==> config.mk <==
export PLATFORM = sky130hd
export DESIGN_NAME = axi_ram_init_gate
export DESIGN_NICKNAME = d
export VERILOG_FILES = /design/src/rtl/swervolf_axi_pkg.sv /design/src/rtl/axi_err_slave.sv /design/src/rtl/axi_ram_init_gate.sv
export SDC_FILE = /design/constraint.sdc
export NUM_CORES = 1
export LEC_CHECK = 0
export ABC_CLOCK_PERIOD_IN_PS = 3650
export CORE_AREA = 2 2 204 206
export CTS_BUF_LIST = sky130_fd_sc_hd__clkbuf_16
export DETAILED_ROUTE_END_ITERATION = 8
export DIE_AREA = 0 0 206 208
export PLACE_DENSITY = 0.39
export REMOVE_ABC_BUFFERS = 1
export SLEW_MARGIN = 20
export SYNTH_ARGS = -nofsm -noshare
export SYNTH_HDL_FRONTEND = slang
export SYNTH_SLANG_ARGS = --single-unit
==> constraint.sdc <==
create_clock -name clk -period 3.65 [get_ports clk]
set_input_delay 0.365 -clock clk [delete_from_list [all_inputs] [get_ports clk]]
set_output_delay 0.365 -clock clk [all_outputs]
set_load 0.01 [all_outputs]
==> src/rtl/swervolf_axi_pkg.sv <==
// Shared gate definitions: operating modes, error-responder states and the SLVERR code.
package swervolf_axi_pkg;

  typedef enum logic [1:0] {
    MODE_WAIT = 2'd0,
    MODE_PASS = 2'd1,
    MODE_ERR  = 2'd2
  } mode_t;

  typedef enum logic [1:0] {
    W_IDLE = 2'd0,
    W_DATA = 2'd1,
    W_RESP = 2'd2
  } wr_state_t;

  typedef enum logic {
    R_IDLE = 1'b0,
    R_DATA = 1'b1
  } rd_state_t;

  localparam logic [1:0] RESP_OKAY   = 2'b00;
  localparam logic [1:0] RESP_SLVERR = 2'b10;

endpackage

==> src/rtl/axi_err_slave.sv <==
// Local AXI slave that terminates every write and read with SLVERR, one outstanding per direction.
// B asserts the cycle after the wlast handshake, first R the cycle after AR; responses hold until ready.
module axi_err_slave
  import swervolf_axi_pkg::*;
#(
  parameter int ID_WIDTH   = 6,
  parameter int DATA_WIDTH = 64
) (
  input  logic                  clk,
  input  logic                  rstn,
  input  logic                  en,
  input  logic [ID_WIDTH-1:0]   aw_id,
  input  logic                  aw_valid,
  output logic                  aw_ready,
  input  logic                  w_last,
  input  logic                  w_valid,
  output logic                  w_ready,
  output logic [ID_WIDTH-1:0]   b_id,
  output logic [1:0]            b_resp,
  output logic                  b_valid,
  input  logic                  b_ready,
  input  logic [ID_WIDTH-1:0]   ar_id,
  input  logic [7:0]            ar_len,
  input  logic                  ar_valid,
  output logic                  ar_ready,
  output logic [ID_WIDTH-1:0]   r_id,
  output logic [DATA_WIDTH-1:0] r_data,
  output logic [1:0]            r_resp,
  output logic                  r_last,
  output logic                  r_valid,
  input  logic                  r_ready
);

  wr_state_t w_state, w_next;
  rd_state_t r_state, r_next;
  logic [ID_WIDTH-1:0] bid_q, rid_q;
  logic [7:0]          beat_cnt;

  always_ff @(posedge clk or negedge rstn) begin
    if (!rstn) begin
      w_state <= W_IDLE;
      r_state <= R_IDLE;
    end else begin
      w_state <= w_next;
      r_state <= r_next;
    end
  end

  always_comb begin
    w_next   = w_state;
    aw_ready = 1'b0;
    w_ready  = 1'b0;
    b_valid  = 1'b0;
    b_resp   = RESP_OKAY;
    case (w_state)
      W_IDLE: begin
        aw_ready = en;
        if (en && aw_valid) w_next = W_DATA;
      end
      W_DATA: begin
        w_ready = 1'b1;
        if (w_valid && w_last) w_next = W_RESP;
      end
      W_RESP: begin
        b_valid = 1'b1;
        b_resp  = RESP_SLVERR;
        if (b_ready) w_next = W_IDLE;
      end
      default: w_next = W_IDLE;
    endcase
  end

  // beat_cnt holds the number of beats still to send after the current one
  always_comb begin
    r_next   = r_state;
    ar_ready = 1'b0;
    r_valid  = 1'b0;
    r_resp   = RESP_OKAY;
    r_last   = 1'b0;
    case (r_state)
      R_IDLE: begin
        ar_ready = en;
        if (en && ar_valid) r_next = R_DATA;
      end
      R_DATA: begin
        r_valid = 1'b1;
        r_resp  = RESP_SLVERR;
        r_last  = (beat_cnt == 8'd0);
        if (r_ready && beat_cnt == 8'd0) r_next = R_IDLE;
      end
      default: r_next = R_IDLE;
    endcase
  end

  always_ff @(posedge clk or negedge rstn) begin
    if (!rstn) begin
      bid_q    <= '0;
      rid_q    <= '0;
      beat_cnt <= 8'd0;
    end else begin
      if (aw_ready && aw_valid) bid_q <= aw_id;
      if (ar_ready && ar_valid) begin
        rid_q    <= ar_id;
        beat_cnt <= ar_len;
      end else if (r_valid && r_ready && beat_cnt != 8'd0) begin
        beat_cnt <= beat_cnt - 8'd1;
      end
    end
  end

  assign b_id   = bid_q;
  assign r_id   = rid_q;
  assign r_data = '0;

endmodule

==> src/rtl/axi_ram_init_gate.sv <==
// Holds AXI traffic to the DDR2 controller until calibration, then passes through with zero latency;
// on calibration failure/timeout all traffic is answered locally with SLVERR. No transfer is accepted while waiting.
module axi_ram_init_gate
  import swervolf_axi_pkg::*;
#(
  parameter int          ID_WIDTH       = 6,
  parameter int          ADDR_WIDTH     = 27,
  parameter int          DATA_WIDTH     = 64,
  parameter int unsigned TIMEOUT_CYCLES = 0
) (
  input  logic                    clk,
  input  logic                    rstn,
  input  logic                    i_init_done,
  input  logic                    i_init_error,
  input  logic [ID_WIDTH-1:0]     s_awid,
  input  logic [ADDR_WIDTH-1:0]   s_awaddr,
  input  logic [7:0]              s_awlen,
  input  logic [2:0]              s_awsize,
  input  logic [1:0]              s_awburst,
  input  logic                    s_awvalid,
  output logic                    s_awready,
  input  logic [DATA_WIDTH-1:0]   s_wdata,
  input  logic [DATA_WIDTH/8-1:0] s_wstrb,
  input  logic                    s_wlast,
  input  logic                    s_wvalid,
  output logic                    s_wready,
  output logic [ID_WIDTH-1:0]     s_bid,
  output logic [1:0]              s_bresp,
  output logic                    s_bvalid,
  input  logic                    s_bready,
  input  logic [ID_WIDTH-1:0]     s_arid,
  input  logic [ADDR_WIDTH-1:0]   s_araddr,
  input  logic [7:0]              s_arlen,
  input  logic [2:0]              s_arsize,
  input  logic [1:0]              s_arburst,
  input  logic                    s_arvalid,
  output logic                    s_arready,
  output logic [ID_WIDTH-1:0]     s_rid,
  output logic [DATA_WIDTH-1:0]   s_rdata,
  output logic [1:0]              s_rresp,
  output logic                    s_rlast,
  output logic                    s_rvalid,
  input  logic                    s_rready,
  output logic [ID_WIDTH-1:0]     m_awid,
  output logic [ADDR_WIDTH-1:0]   m_awaddr,
  output logic [7:0]              m_awlen,
  output logic [2:0]              m_awsize,
  output logic [1:0]              m_awburst,
  output logic                    m_awvalid,
  input  logic                    m_awready,
  output logic [DATA_WIDTH-1:0]   m_wdata,
  output logic [DATA_WIDTH/8-1:0] m_wstrb,
  output logic                    m_wlast,
  output logic                    m_wvalid,
  input  logic                    m_wready,
  input  logic [ID_WIDTH-1:0]     m_bid,
  input  logic [1:0]              m_bresp,
  input  logic                    m_bvalid,
  output logic                    m_bready,
  output logic [ID_WIDTH-1:0]     m_arid,
  output logic [ADDR_WIDTH-1:0]   m_araddr,
  output logic [7:0]              m_arlen,
  output logic [2:0]              m_arsize,
  output logic [1:0]              m_arburst,
  output logic                    m_arvalid,
  input  logic                    m_arready,
  input  logic [ID_WIDTH-1:0]     m_rid,
  input  logic [DATA_WIDTH-1:0]   m_rdata,
  input  logic [1:0]              m_rresp,
  input  logic                    m_rlast,
  input  logic                    m_rvalid,
  output logic                    m_rready,
  output logic [1:0]              o_state,
  output logic                    o_timeout
);

  localparam logic [31:0] TMO_LIMIT = 32'(TIMEOUT_CYCLES);

  mode_t       mode_q, mode_d;
  logic        timeout_q, timeout_d;
  logic [31:0] wait_cnt;
  logic        tmo_hit, pass, err;

  assign tmo_hit = (TMO_LIMIT != 32'd0) && (wait_cnt >= TMO_LIMIT);

  always_ff @(posedge clk or negedge rstn) begin
    if (!rstn) begin
      mode_q    <= MODE_WAIT;
      timeout_q <= 1'b0;
      wait_cnt  <= 32'd0;
    end else begin
      mode_q    <= mode_d;
      timeout_q <= timeout_d;
      if (mode_q == MODE_WAIT && wait_cnt != 32'hFFFF_FFFF) wait_cnt <= wait_cnt + 32'd1;
    end
  end

  // Only WAIT has exits; error takes priority over timeout, which takes priority over done
  always_comb begin
    mode_d    = mode_q;
    timeout_d = timeout_q;
    if (mode_q == MODE_WAIT) begin
      if (i_init_error) begin
        mode_d = MODE_ERR;
      end else if (tmo_hit) begin
        mode_d    = MODE_ERR;
        timeout_d = 1'b1;
      end else if (i_init_done) begin
        mode_d = MODE_PASS;
      end
    end
  end

  assign pass      = (mode_q == MODE_PASS);
  assign err       = (mode_q == MODE_ERR);
  assign o_state   = mode_q;
  assign o_timeout = timeout_q;

  logic                  e_awready, e_wready, e_bvalid, e_arready, e_rlast, e_rvalid;
  logic [ID_WIDTH-1:0]   e_bid, e_rid;
  logic [1:0]            e_bresp, e_rresp;
  logic [DATA_WIDTH-1:0] e_rdata;

  axi_err_slave #(
    .ID_WIDTH   (ID_WIDTH),
    .DATA_WIDTH (DATA_WIDTH)
  ) u_err (
    .clk      (clk),
    .rstn     (rstn),
    .en       (err),
    .aw_id    (s_awid),
    .aw_valid (s_awvalid),
    .aw_ready (e_awready),
    .w_last   (s_wlast),
    .w_valid  (s_wvalid),
    .w_ready  (e_wready),
    .b_id     (e_bid),
    .b_resp   (e_bresp),
    .b_valid  (e_bvalid),
    .b_ready  (s_bready),
    .ar_id    (s_arid),
    .ar_len   (s_arlen),
    .ar_valid (s_arvalid),
    .ar_ready (e_arready),
    .r_id     (e_rid),
    .r_data   (e_rdata),
    .r_resp   (e_rresp),
    .r_last   (e_rlast),
    .r_valid  (e_rvalid),
    .r_ready  (s_rready)
  );

  // Payload fields pass through unconditionally; only handshakes are gated by mode
  assign m_awid    = s_awid;
  assign m_awaddr  = s_awaddr;
  assign m_awlen   = s_awlen;
  assign m_awsize  = s_awsize;
  assign m_awburst = s_awburst;
  assign m_awvalid = pass & s_awvalid;
  assign s_awready = (pass & m_awready) | e_awready;

  assign m_wdata   = s_wdata;
  assign m_wstrb   = s_wstrb;
  assign m_wlast   = s_wlast;
  assign m_wvalid  = pass & s_wvalid;
  assign s_wready  = (pass & m_wready) | e_wready;

  assign m_bready  = pass & s_bready;
  assign s_bid     = pass ? m_bid    : e_bid;
  assign s_bresp   = pass ? m_bresp  : e_bresp;
  assign s_bvalid  = pass ? m_bvalid : e_bvalid;

  assign m_arid    = s_arid;
  assign m_araddr  = s_araddr;
  assign m_arlen   = s_arlen;
  assign m_arsize  = s_arsize;
  assign m_arburst = s_arburst;
  assign m_arvalid = pass & s_arvalid;
  assign s_arready = (pass & m_arready) | e_arready;

  assign m_rready  = pass & s_rready;
  assign s_rid     = pass ? m_rid    : e_rid;
  assign s_rdata   = pass ? m_rdata  : e_rdata;
  assign s_rresp   = pass ? m_rresp  : e_rresp;
  assign s_rlast   = pass ? m_rlast  : e_rlast;
  assign s_rvalid  = pass ? m_rvalid : e_rvalid;

endmodule

==> results.py <==
metrics = {
    "timing": {
        "timing.fmax_mhz": 361,
        "setup_violations": 0,
        "postLayoutSetupSlackWorst_ns": 0.883,
        "period_minus_slack_ns": 2.77,
        "report.final.slew_viol_count": 0,
        "worst_pin_slew_ns": 0.768,
        "setup_tns_ns": 0,
        "finalCritPeriodShare_pct": 75.8,
        "relSlewSlack_pct": 48.8,
        "rsz0062_at_grt": "false",
        "skew_ns": 0.00540,
        "hold_viol": 0,
    },
    "min_path": {
        "hp-class": "in2async",
    },
    "routing": {
        "drt_iter0_drc": 145,
        "routed-via-count": 2902,
        "antenna_left": 0,
        "routed_wl_um": 44000,
        "firstDrtPassIters": 6,
        "wl_per_cell_um": 45.4,
        "viasPerCell": 2.99,
        "route.detailed.drc": 0,
    },
    "floorplan": {
        "die-width_um": 206,
        "rows": 74,
        "dieArea_sq_mm": 0.0428,
        "start_util_pct": 7.73,
        "core_area_sq_mm": 0.0406,
        "io-pin-count": 519,
        "die_y_um": 208,
    },
    "global_routing": {
        "overflow": 0,
        "grt_max_degree": 72,
        "antenna_found_initial": 3,
        "grt_pass1_wl_um": 49300,
        "grt_pass1_vias": 2686,
        "grtUsageTotal_pct": 19.8,
    },
    "setup_path": {
        "end_kind": "primary output",
        "crit_arrival_ns": 2.40,
        "setup.worst_path.start_class": "flop",
        "path_max_fanout": 6,
        "required_ns": 3.28,
        "crit_type": "reg2out",
    },
    "finish": {
        "final_util_pct": 12.1,
        "fin_nets": 701,
        "area_growth_pct": 56.3,
        "final.fill_count": 4640,
        "n_antenna_cell": 0,
        "final_layout_size_suffix_gt1_share_pct": 8.68,
    },
    "synth": {
        "ys_types": 31,
        "synth-seq-cells": 25,
        "async_flop_share_pct": 100,
        "netlist_top_cells_count": "buf_4 (166), and2_1 (71), dfrtp_1 (25), mux2_2 (25), nand2_1 (22)",
        "synthTopCellsByArea": "buf_4 (40%), dfrtp_1 (20%), and2_1 (14%)",
        "syn_area_per_cell_sq_um": 8.22,
        "synth_flop_cell": "dfrtp_1",
        "yosysMostFrequentCell": "buf_4",
        "synthesis.area_sq_mm": 0.00313,
        "synth-seq-area-share_pct": 20.0,
        "ys_warn_count": 0,
        "netlist_instances": 381,
        "synth_top_area_share_pct": 39.8,
        "yosysTopAreaCell": "buf_4",
        "synth-edff-count": 0,
    },
    "clocking": {
        "ctsHtreeMaxLevel": 1,
        "cts.sinks": 25,
        "cts-root-buf": "clkbuf_16",
        "clk_latency_ns": 0.28,
        "cts_buffer_depth": 2,
        "cts_resized": 0,
        "cts_tree": "built",
        "cts_setup_buffers": 0,
        "holdBufCountCts": 0,
        "cts_made_buffers": 3,
        "cts.clk_slew.worst_paths_ns": 0.08,
    },
    "status": {
        "status": "completed",
    },
    "power": {
        "p_per_area_mw_per_mm2": 186,
        "ir_drop_mv": 0.149,
        "leakagePower_uw": 0.00180,
    },
    "placement": {
        "dpl.hpwl_um": 40000,
        "gp_congestion": 0.738,
        "portBuffers": 229,
        "pre_cts_ws_ns": 1.17,
    },
    "run": {
        "maxCapViolations": 0,
    },
}
[report_power, final]
part	switching, uW	total (uW)	internal, uW	leakage [uW]
Clock	138	288	150	0.0000371
Sequential	0.00000740	277	277	0.000334
Combinational	108	345	236	0.00143
[placed cells by master, fill, tap and decap left out, drive strengths merged, types with 2 or more instances in the layout]
| cell type | Yosys | layout |
|---|---|---|
| buf | 167 | 3 |
| nor3 | 3 | 3 |
| clkdlybuf4s50 | 0 | 228 |
| clkbuf | 11 | 3 |
| nand2 | 22 | 22 |
| and2 | 71 | 71 |
| dfrtp | 25 | 25 |
| o21ai | 8 | 8 |
| ha | 2 | 2 |
| nand3 | 5 | 5 |
| nor2 | 7 | 7 |
| a21oi | 2 | 2 |
| mux2 | 25 | 25 |
| inv | 6 | 6 |
| xnor2 | 4 | 4 |
| a21o | 6 | 6 |
| nand2b | 4 | 4 |
[routing by layer]
| layer | global-route usage, % | vias up | wire (um) |
|---|---|---|---|
| met4 | 3.13 | 8 | 782 |
| met5 | 8.29 | - | 396 |
| li1 | - | 1153 | - |
| met1 | 11.6 | 1172 | 9140 |
| met2 | 36.4 | 531 | 22700 |
| met3 | 23.1 | 38 | 11000 |
[layout make-up]
type,count,area (sq um),area share (%)
repair buffers,231,2300,47.0
multi-input cells,172,1200,24.5
flip-flops and latches,25,626,12.8
well taps,532,666,13.6
clock inverters,1,7.51,0.153
clock buffers,3,75.1,1.53
inverters,6,22.5,0.460
[critical path, cell delays in order, from the launching register on]
cell,delay (ns)
dfrtp_1,0.42
inv_1,0.09
ha_1,0.20
nor3b_1,0.54
nand2_1,0.10
o21ai_0,0.19
clkdlybuf4s50_1,0.59
[per-stage QoR]
step | instances | power (uW) | hold WS, ns | cell area [sq um]
finish | 970 | 909 | 0.154 | 4900
global route | 970 | 969 | 0.208 | 4900
floorplan | 203 | 352 | 0.0694 | 1840
detailed placement | 966 | 632 | 0.494 | 4820
global placement | 966 | 635 | 0.485 | 4820
CTS | 970 | 948 | 0.191 | 4900
[registers in the layout, indices dropped and copies added (netlist names)]
name,count
u_err.r_id,6
u_err.beat_cnt,8
u_err.b_id,6
o_state,2
u_err.r_state,1
u_err.w_state,2
[worst paths after layout]
path	start	end	slack (ns)	depth (start not counted)
max	u_err.beat_cnt[0]	s_rlast	0.88	6
min	rstn	u_err.beat_cnt[0]	0.15	1
max reg2reg	u_err.beat_cnt[0]	u_err.beat_cnt[5]	1.63	6
min reg2reg	u_err.b_id[0]	u_err.b_id[0]	0.51	1
max in group asynchronous	rstn	u_err.b_id[5]	3.01	1
min in group clk	u_err.b_id[0]	u_err.b_id[0]	0.51	1
[cells by family after synthesis]
group | after synthesis | synth area share [%]
DFF | 25 | 20.0
and+or+nand+nor | 118 | 21.7
other | 1 | 0.120
xor gates and xnor gates | 5 | 1.40
buffers and inverters | 184 | 42.0
AOI/OAI and AO/OA | 21 | 5.07
adders and majority gates | 2 | 0.799
muxes | 25 | 8.99
Note: power is estimated with default switching activity, not from simulation.
